[src/rtl/fifo_pkg.sv]
// Shared definitions for the depth-8 asynchronous FIFO pointer logic.
// Latency: n/a (constants and pure functions only).
// Backpressure: n/a.
package fifo_pkg;

    localparam int ADDR_WIDTH = 3;
    localparam int PTR_W      = ADDR_WIDTH + 1;

    // Binary to Gray for the low w bits of b; bits above w are cleared.
    function automatic logic [31:0] bin2gray(input logic [31:0] b, input int w);
        logic [31:0] mask;
        mask = (w >= 32) ? '1 : ((32'd1 << w) - 32'd1);
        return (b ^ (b >> 1)) & mask;
    endfunction

    // Gray to binary for the low w bits of g: each binary bit is the XOR of
    // every Gray bit at or above it.
    function automatic logic [31:0] gray2bin(input logic [31:0] g, input int w);
        logic [31:0] mask;
        logic [31:0] gm;
        logic [31:0] b;
        mask = (w >= 32) ? '1 : ((32'd1 << w) - 32'd1);
        gm   = g & mask;
        b    = '0;
        for (int i = 0; i < 32; i++) begin
            b[i] = ^(gm >> i);
        end
        return b;
    endfunction

endpackage

[src/rtl/gray2bin_conv.sv]
// Gray-to-binary converter (XOR prefix from the MSB down); shared by both pointer controllers.
// Latency: combinational, zero cycles.
// Backpressure: none; pure function of gray.
// Ports: gray (W-bit Gray code in), bin (W-bit binary out).
module gray2bin_conv #(
    parameter int W = 4
) (
    input  logic [W-1:0] gray,
    output logic [W-1:0] bin
);

    always_comb begin
        bin = '0;
        for (int i = 0; i < W; i++) begin
            bin[i] = ^(gray >> i);
        end
    end

endmodule

[src/rtl/fifo_rd_ctrl.sv]
// Read-side pointer/status controller for the async FIFO: binary+Gray read pointer, RAM read address, empty/almost-empty/level/underflow.
// Latency: all outputs registered; a synchronized write-pointer change shows in r_empty/r_level one r_clk later.
// Backpressure: reads are accepted only while r_empty is low; a read while empty is dropped and sets sticky r_underflow.
// Ports: r_clk/r_rstn (clock, async active-low reset), r_en (read request), r_clr_err (clear underflow),
//        rq2_wptr (synchronized Gray write pointer), r_addr (RAM address), r_ptr (Gray read pointer to the write side),
//        r_empty, r_almost_empty, r_level, r_underflow (status).
module fifo_rd_ctrl #(
    parameter int ADDR_WIDTH = fifo_pkg::ADDR_WIDTH,
    parameter int AE_THRESH  = 2
) (
    input  logic                  r_clk,
    input  logic                  r_rstn,
    input  logic                  r_en,
    input  logic                  r_clr_err,
    input  logic [ADDR_WIDTH:0]   rq2_wptr,
    output logic [ADDR_WIDTH-1:0] r_addr,
    output logic [ADDR_WIDTH:0]   r_ptr,
    output logic                  r_empty,
    output logic                  r_almost_empty,
    output logic [ADDR_WIDTH:0]   r_level,
    output logic                  r_underflow
);

    import fifo_pkg::*;

    localparam int                    PTR_WIDTH = ADDR_WIDTH + 1;
    localparam logic [PTR_WIDTH-1:0]  AE_LIMIT  = PTR_WIDTH'(AE_THRESH);

    logic [PTR_WIDTH-1:0] rbin;
    logic [PTR_WIDTH-1:0] rbin_next;
    logic [PTR_WIDTH-1:0] rgray_next;
    logic [PTR_WIDTH-1:0] wbin;
    logic [PTR_WIDTH-1:0] level_next;
    logic                 rd_accept;

    gray2bin_conv #(
        .W (PTR_WIDTH)
    ) u_wptr_conv (
        .gray (rq2_wptr),
        .bin  (wbin)
    );

    // Gating on the registered r_empty keeps every output free of any
    // combinational path from r_en.
    always_comb begin
        rd_accept  = r_en & ~r_empty;
        rbin_next  = rbin + PTR_WIDTH'(rd_accept);
        rgray_next = PTR_WIDTH'(bin2gray(32'(rbin_next), PTR_WIDTH));
        // Modulo subtraction: the extra wrap bit distinguishes full (2^ADDR_WIDTH) from empty.
        level_next = wbin - rbin_next;
    end

    // The address is simply the low bits of the registered binary pointer.
    assign r_addr = rbin[ADDR_WIDTH-1:0];

    always_ff @(posedge r_clk or negedge r_rstn) begin
        if (!r_rstn) begin
            rbin           <= '0;
            r_ptr          <= '0;
            r_empty        <= 1'b1;
            r_almost_empty <= 1'b1;
            r_level        <= '0;
            r_underflow    <= 1'b0;
        end else begin
            rbin           <= rbin_next;
            r_ptr          <= rgray_next;
            // Gray compare including the wrap bit: equal means nothing left to read.
            r_empty        <= (rgray_next == rq2_wptr);
            r_almost_empty <= (level_next <= AE_LIMIT);
            r_level        <= level_next;
            // Set has priority over clear so a fresh fault is never lost.
            if (r_en & r_empty) begin
                r_underflow <= 1'b1;
            end else if (r_clr_err) begin
                r_underflow <= 1'b0;
            end
        end
    end

endmodule

[config.mk]
export PLATFORM = sky130hd
export DESIGN_NAME = fifo_rd_ctrl
export DESIGN_NICKNAME = d
export VERILOG_FILES = /design/src/rtl/fifo_pkg.sv /design/src/rtl/gray2bin_conv.sv /design/src/rtl/fifo_rd_ctrl.sv
export SDC_FILE = /design/constraint.sdc
export NUM_CORES = 1
export LEC_CHECK = 0
export ABC_CLOCK_PERIOD_IN_PS = 2600
export CAP_MARGIN = 20
export CORE_UTILIZATION = 40
export CTS_BUF_LIST = sky130_fd_sc_hd__clkbuf_16
export CTS_CLUSTER_SIZE = 40
export DETAILED_ROUTE_END_ITERATION = 8
export MAX_ROUTING_LAYER = met4
export PLACE_DENSITY_LB_ADDON = 0.12
export SETUP_SLACK_MARGIN = 0.1
export SYNTH_ARGS = -nofsm -noshare
export SYNTH_HDL_FRONTEND = slang
export SYNTH_SLANG_ARGS = --single-unit
[constraint.sdc]
create_clock -name r_clk -period 2.6 [get_ports r_clk]
set_input_delay 0.65 -clock r_clk [delete_from_list [all_inputs] [get_ports r_clk]]
set_output_delay 0.65 -clock r_clk [all_outputs]
set_load 0.005 [all_outputs]
Word-level counts from Yosys, hierarchy flattened

Index checks and enable logic that the tools add are counted.

Reductions and logical operators: 5
Equal/unequal tests: 1
Mux-type cells: 2
$add $sub $neg: 2
Bitwise operators: 4
Magnitude comparators: 1

Operator list:

| operator             | count |
|---|---|
| $reduce_xor A4 Y1    | 4 |
| $add A4 B1 Y4        | 1 |
| $eq A4 B4 Y1         | 1 |
| $le A4 B2 Y1 const B | 1 |
| $sub A4 B4 Y4        | 1 |
| $xor A4 B3 Y4        | 1 |
| $and A1 B1 Y1        | 2 |
| $mux W1              | 2 |
| $reduce_bool A2 Y1   | 1 |
| $not A1 Y1           | 1 |

Output and inout bits: 14
Input bits: 8
Bits in registers: 15
Logic and storage cells: 21

Logic depth before layout (Yosys ltp)

Depth after elaboration: 5
Gate-level depth with buffers: 9
Depth with buffers taken out: 9

Hierarchy

A second synthesis with hierarchy kept.

Cell total of the unflattened synthesis: 57
Area total of the unflattened synthesis: 729.4 um^2

Modules (own cells, without submodules):

| module        | area an instance (um^2) | cells an instance | seq. area each (um^2) | instances |
|---|---|---|---|---|
| fifo_rd_ctrl  | 679.4                   | 52                | 352.8                 | 1 |
| gray2bin_conv | 50.0                    | 5                 | 0.0                   | 1 |

Worst setup path after synthesis

Ideal clock, no wire load.

Path kind: input to register
Start point: input port r_en
End point: register r_level[3]
Arrival: 2.509 ns
Data required time: 2.473 ns
Buffers on the path: 0
Library setup time: 0.127 ns
Stages: 8
Slack: -0.036 ns
Path through: nor2b_1 -> ha_1 -> ha_1 -> xnor2_2 -> ha_1 -> a211o_1 -> and4_2 -> or2_2

Cells in the longest elaborated chain, start to end: 3

RTL lines:

| what                    | line               | text |
|---|---|---|
| start, declared         | fifo_rd_ctrl.sv:13 | `input logic r_en,` |
| $and A1 B1 Y1           | fifo_rd_ctrl.sv:46 | `rd_accept = r_en & ~r_empty;` |
| $add A4 B1 Y4           | fifo_rd_ctrl.sv:47 | `rbin_next = rbin + PTR_WIDTH'(rd_accept);` |
| $sub A4 B4 Y4           | fifo_rd_ctrl.sv:50 | `level_next = wbin - rbin_next;` |
| named net level_next[3] | fifo_rd_ctrl.sv:33 | `logic [PTR_WIDTH-1:0] level_next;` |
| end signal, assigned    | fifo_rd_ctrl.sv:70 | `r_level <= level_next;` |
| end, declared           | fifo_rd_ctrl.sv:20 | `output logic [ADDR_WIDTH:0] r_level,` |

The timed path passes the listed nets, and every way through them passes these cells.
A chain may end at the register's enable or synchronous reset.

Worst setup path in the final report

Start point: input port rq2_wptr[1]
End point: register r_level[3]

Cells in the longest elaborated chain, start to end: 2
Elaborated cells on any way between the ends: 3
Those cells by class: add/sub (1); reduce/logical (2)

RTL lines:

| what                    | line                | text |
|---|---|---|
| start, declared         | fifo_rd_ctrl.sv:15  | `input logic [ADDR_WIDTH:0] rq2_wptr,` |
| $reduce_xor A4 Y1       | gray2bin_conv.sv:15 | `bin[i] = ^(gray >> i);` |
| $sub A4 B4 Y4 (*)       | fifo_rd_ctrl.sv:50  |  |
| named net level_next[3] | fifo_rd_ctrl.sv:33  |  |

Mark *: on every way through the listed nets, which the timed path passes. The rest lies on a longest branch.

==> results.sh <==
export IMPL_status="complete, no violations"
export IMPL_fin_setup_tns_ns=0
export IMPL_setup_slack_ns=0.133
export IMPL_cts_max_level=1
export IMPL_comb_power_share=0.667
export IMPL_grt_max_degree=15
export IMPL_cp_max_fo=4
export IMPL_ys_seq_elements=14
export IMPL_clock_latency_ns=0.24
export IMPL_fmax_mhz=405
export IMPL_antenna_found_initial=0
export IMPL_synth_cell_types=25
export IMPL_numPortBuffers=21
export IMPL_seq_area_frac_synth=0.471
export IMPL_p_seq_frac=0.200
export IMPL_finalNetCount=114
export IMPL_synth_nets=74
export IMPL_die_area_um2=2050
export IMPL_mostFrequentLayoutCells="clkdlybuf4s50_1 (17), buf_4 (16), dfrtp_1 (12)"
export IMPL_cts_tree="yes"
export IMPL_firstDrtPassIters=3
export IMPL_clock_power_share=0.133
export IMPL_setup_viol=0
export IMPL_switching_share=0.346
export IMPL_finalCritPeriodShare=0.949
export IMPL_synthCells=61
export IMPL_cts_root_buf="clkbuf_16"
export IMPL_viasPerCell=4.66
export IMPL_synthTopCellsByArea="dfrtp_1 (40%), xnor2_1 (11%), ha_1 (8.3%)"
export IMPL_start_kind="primary input"
export IMPL_grt_pass1_vias=565
export IMPL_tightest_slew_ns=0.640
export IMPL_synth_avg_cell_area_um2=12.3
export IMPL_yosysTopAreaCellShare=0.401
export IMPL_start_util=0.429
export IMPL_drt_wl_total_mm=1.63
export IMPL_critical_path_required_ns=2.72
export IMPL_cp_end_kind="register"
export IMPL_synth_area_um2=749
export IMPL_drtIter0Drc=5
export IMPL_coreArea_um2=1750
export IMPL_layout_commonest_cell="clkdlybuf4s50_1"
export IMPL_synth_edff_count=0
export IMPL_cts_made_buffers=3
export IMPL_overflow=0
export IMPL_relSlewSlack=0.572
export IMPL_top_level_ports=22
export IMPL_rsz0062_at_grt="true"
export IMPL_place_hpwl_mm=1.15
export IMPL_instances_no_fill=124
export IMPL_dp_slack_ns=-0.361
export IMPL_yosysTopAreaCell="dfrtp_1"
export IMPL_n_antenna_cell=0
export IMPL_synthFlopType="dfrtp_1"
export IMPL_grt_usage=0.182
export IMPL_drv_cap=0
export IMPL_power_leakage_nw=0.533
export IMPL_grt_pass1_wl_mm=2.53
export IMPL_drive_above_1_share=0.354
export IMPL_num_rows=15
export IMPL_report_final_slew_viol_count=0
export IMPL_synthArstFlopShare=1.00
export IMPL_die_y_um=45.3
export IMPL_hp_class="reg -> reg"
export IMPL_hold_viol_final=0
export IMPL_switchingPower_mw=0.724
export IMPL_die_w_um=45.3
export IMPL_drc_errors=0
export IMPL_cts_max_path_buffers=2
export IMPL_area_growth_pct=68.3
export IMPL_crit_arrival_ns=2.59
export IMPL_gp_congestion=0.834
export IMPL_clk_pin_slew_ns=0.04
export IMPL_intPower_mw=1.37
export IMPL_skew_ns=0.00125
export IMPL_post_place_cells=117
export IMPL_via_count=578
export IMPL_powerDensity_nw_per_um2=1660
export IMPL_worstSetupPathType="in -> reg"
export IMPL_cts_sinks=14
export IMPL_routedWlPerCell_um=13.2
export IMPL_detail_route_antenna_nets=0
export IMPL_yosysWarnings=0
export IMPL_irDropWorstVdd_uv=1010
export IMPL_post_route_min_period_ns=2.47
[metrics by stage]
step	power [mW]	hold WS [ns]	util	instance area (um2)
after floorplan	1.10	0.354	-	791
after global placement	1.55	0.517	0.634	1110
after detailed placement	1.58	0.520	0.634	1110
after CTS	2.00	0.527	0.707	1230
after global routing	2.24	0.560	0.723	1260
final	2.09	0.520	0.723	1260
[worst paths after layout]
| kind | startpoint | end | slack [ns] | cells past startpoint |
|---|---|---|---|---|
| setup / recovery | rq2_wptr[1] | r_level[3] | 0.13 | 9 |
| max in group asynchronous | r_rstn | r_ptr[0] | 1.38 | 1 |
| setup reg to reg | r_empty | r_level[3] | 0.34 | 9 |
| min in group asynchronous | r_rstn | rbin[1] | 0.81 | 1 |
| hold reg to reg | r_underflow | r_underflow | 0.52 | 2 |
| hold / removal | r_underflow | r_underflow | 0.52 | 2 |
[cell usage after synthesis, types with 2 or more instances]
library cell	number
dfrtp_1	12
xnor2_1	9
xor2_1	6
ha_1	5
inv_1	5
dfstp_2	2
nand2_1	2
nand3_1	2
o21ai_0	2
[state kept, by name, indices dropped and copies added (netlist names)]
register and cells:
r_underflow 1, rbin 3, r_level 4, r_empty 1
r_ptr 4, r_almost_empty 1
[kinds of logic after synthesis]
group | count (synthesis) | share of synthesized area
simple gates | 10 | 0.0835
xor+xnor | 17 | 0.230
compound gates | 8 | 0.0852
fa+ha+maj | 5 | 0.0835
buf+inv | 7 | 0.0467
flops | 14 | 0.471
[layer usage]
layer / part of all wire / up-vias / GRT usage
li1: - / 284 / -
met1: 0.45 / 280 / 0.223
met2: 0.52 / 14 / 0.307
met3: 0.028 / 0 / 0.0320
met4: 0 / 0 / 0.0485
met5: 0 / - / -
[worst max-delay path, stage by stage]
cell and delay (ns):
dlygate4sd2_1 0.25, xor3_2 0.41, xnor2_2 0.15, ha_2 0.21, buf_4 0.14, nor3b_4 0.22, o21ai_2 0.11, and4_4 0.19
or2_4 0.24
[power by group through the flow]
stage | Sequential (mW) | Combinational, mW | Clock (mW)
after CTS | 0.417 | 1.30 | 0.283
after floorplan | 0.430 | 0.666 | 0
after global placement | 0.418 | 1.13 | 0
final | 0.418 | 1.40 | 0.279
after detailed placement | 0.421 | 1.15 | 0
after global routing | 0.428 | 1.51 | 0.297
[cell type report]
type,instances,area [um2]
clock buffers,3,75.1
repair buffers,37,327
well taps,25,31.3
fillers,119,484
multi-input cells,40,457
flip-flops and latches,14,353
inverters,5,18.8
[what timing repair did]
action	in CTS	in global routing
buffers inserted	3	1
endpoints found under the setup margin	2	2
endpoints found under the hold margin	0	0
gates resized for setup	11	4
pin swaps	11	9
hold buffers	0	0
Note: power is estimated with default switching activity, not from simulation.
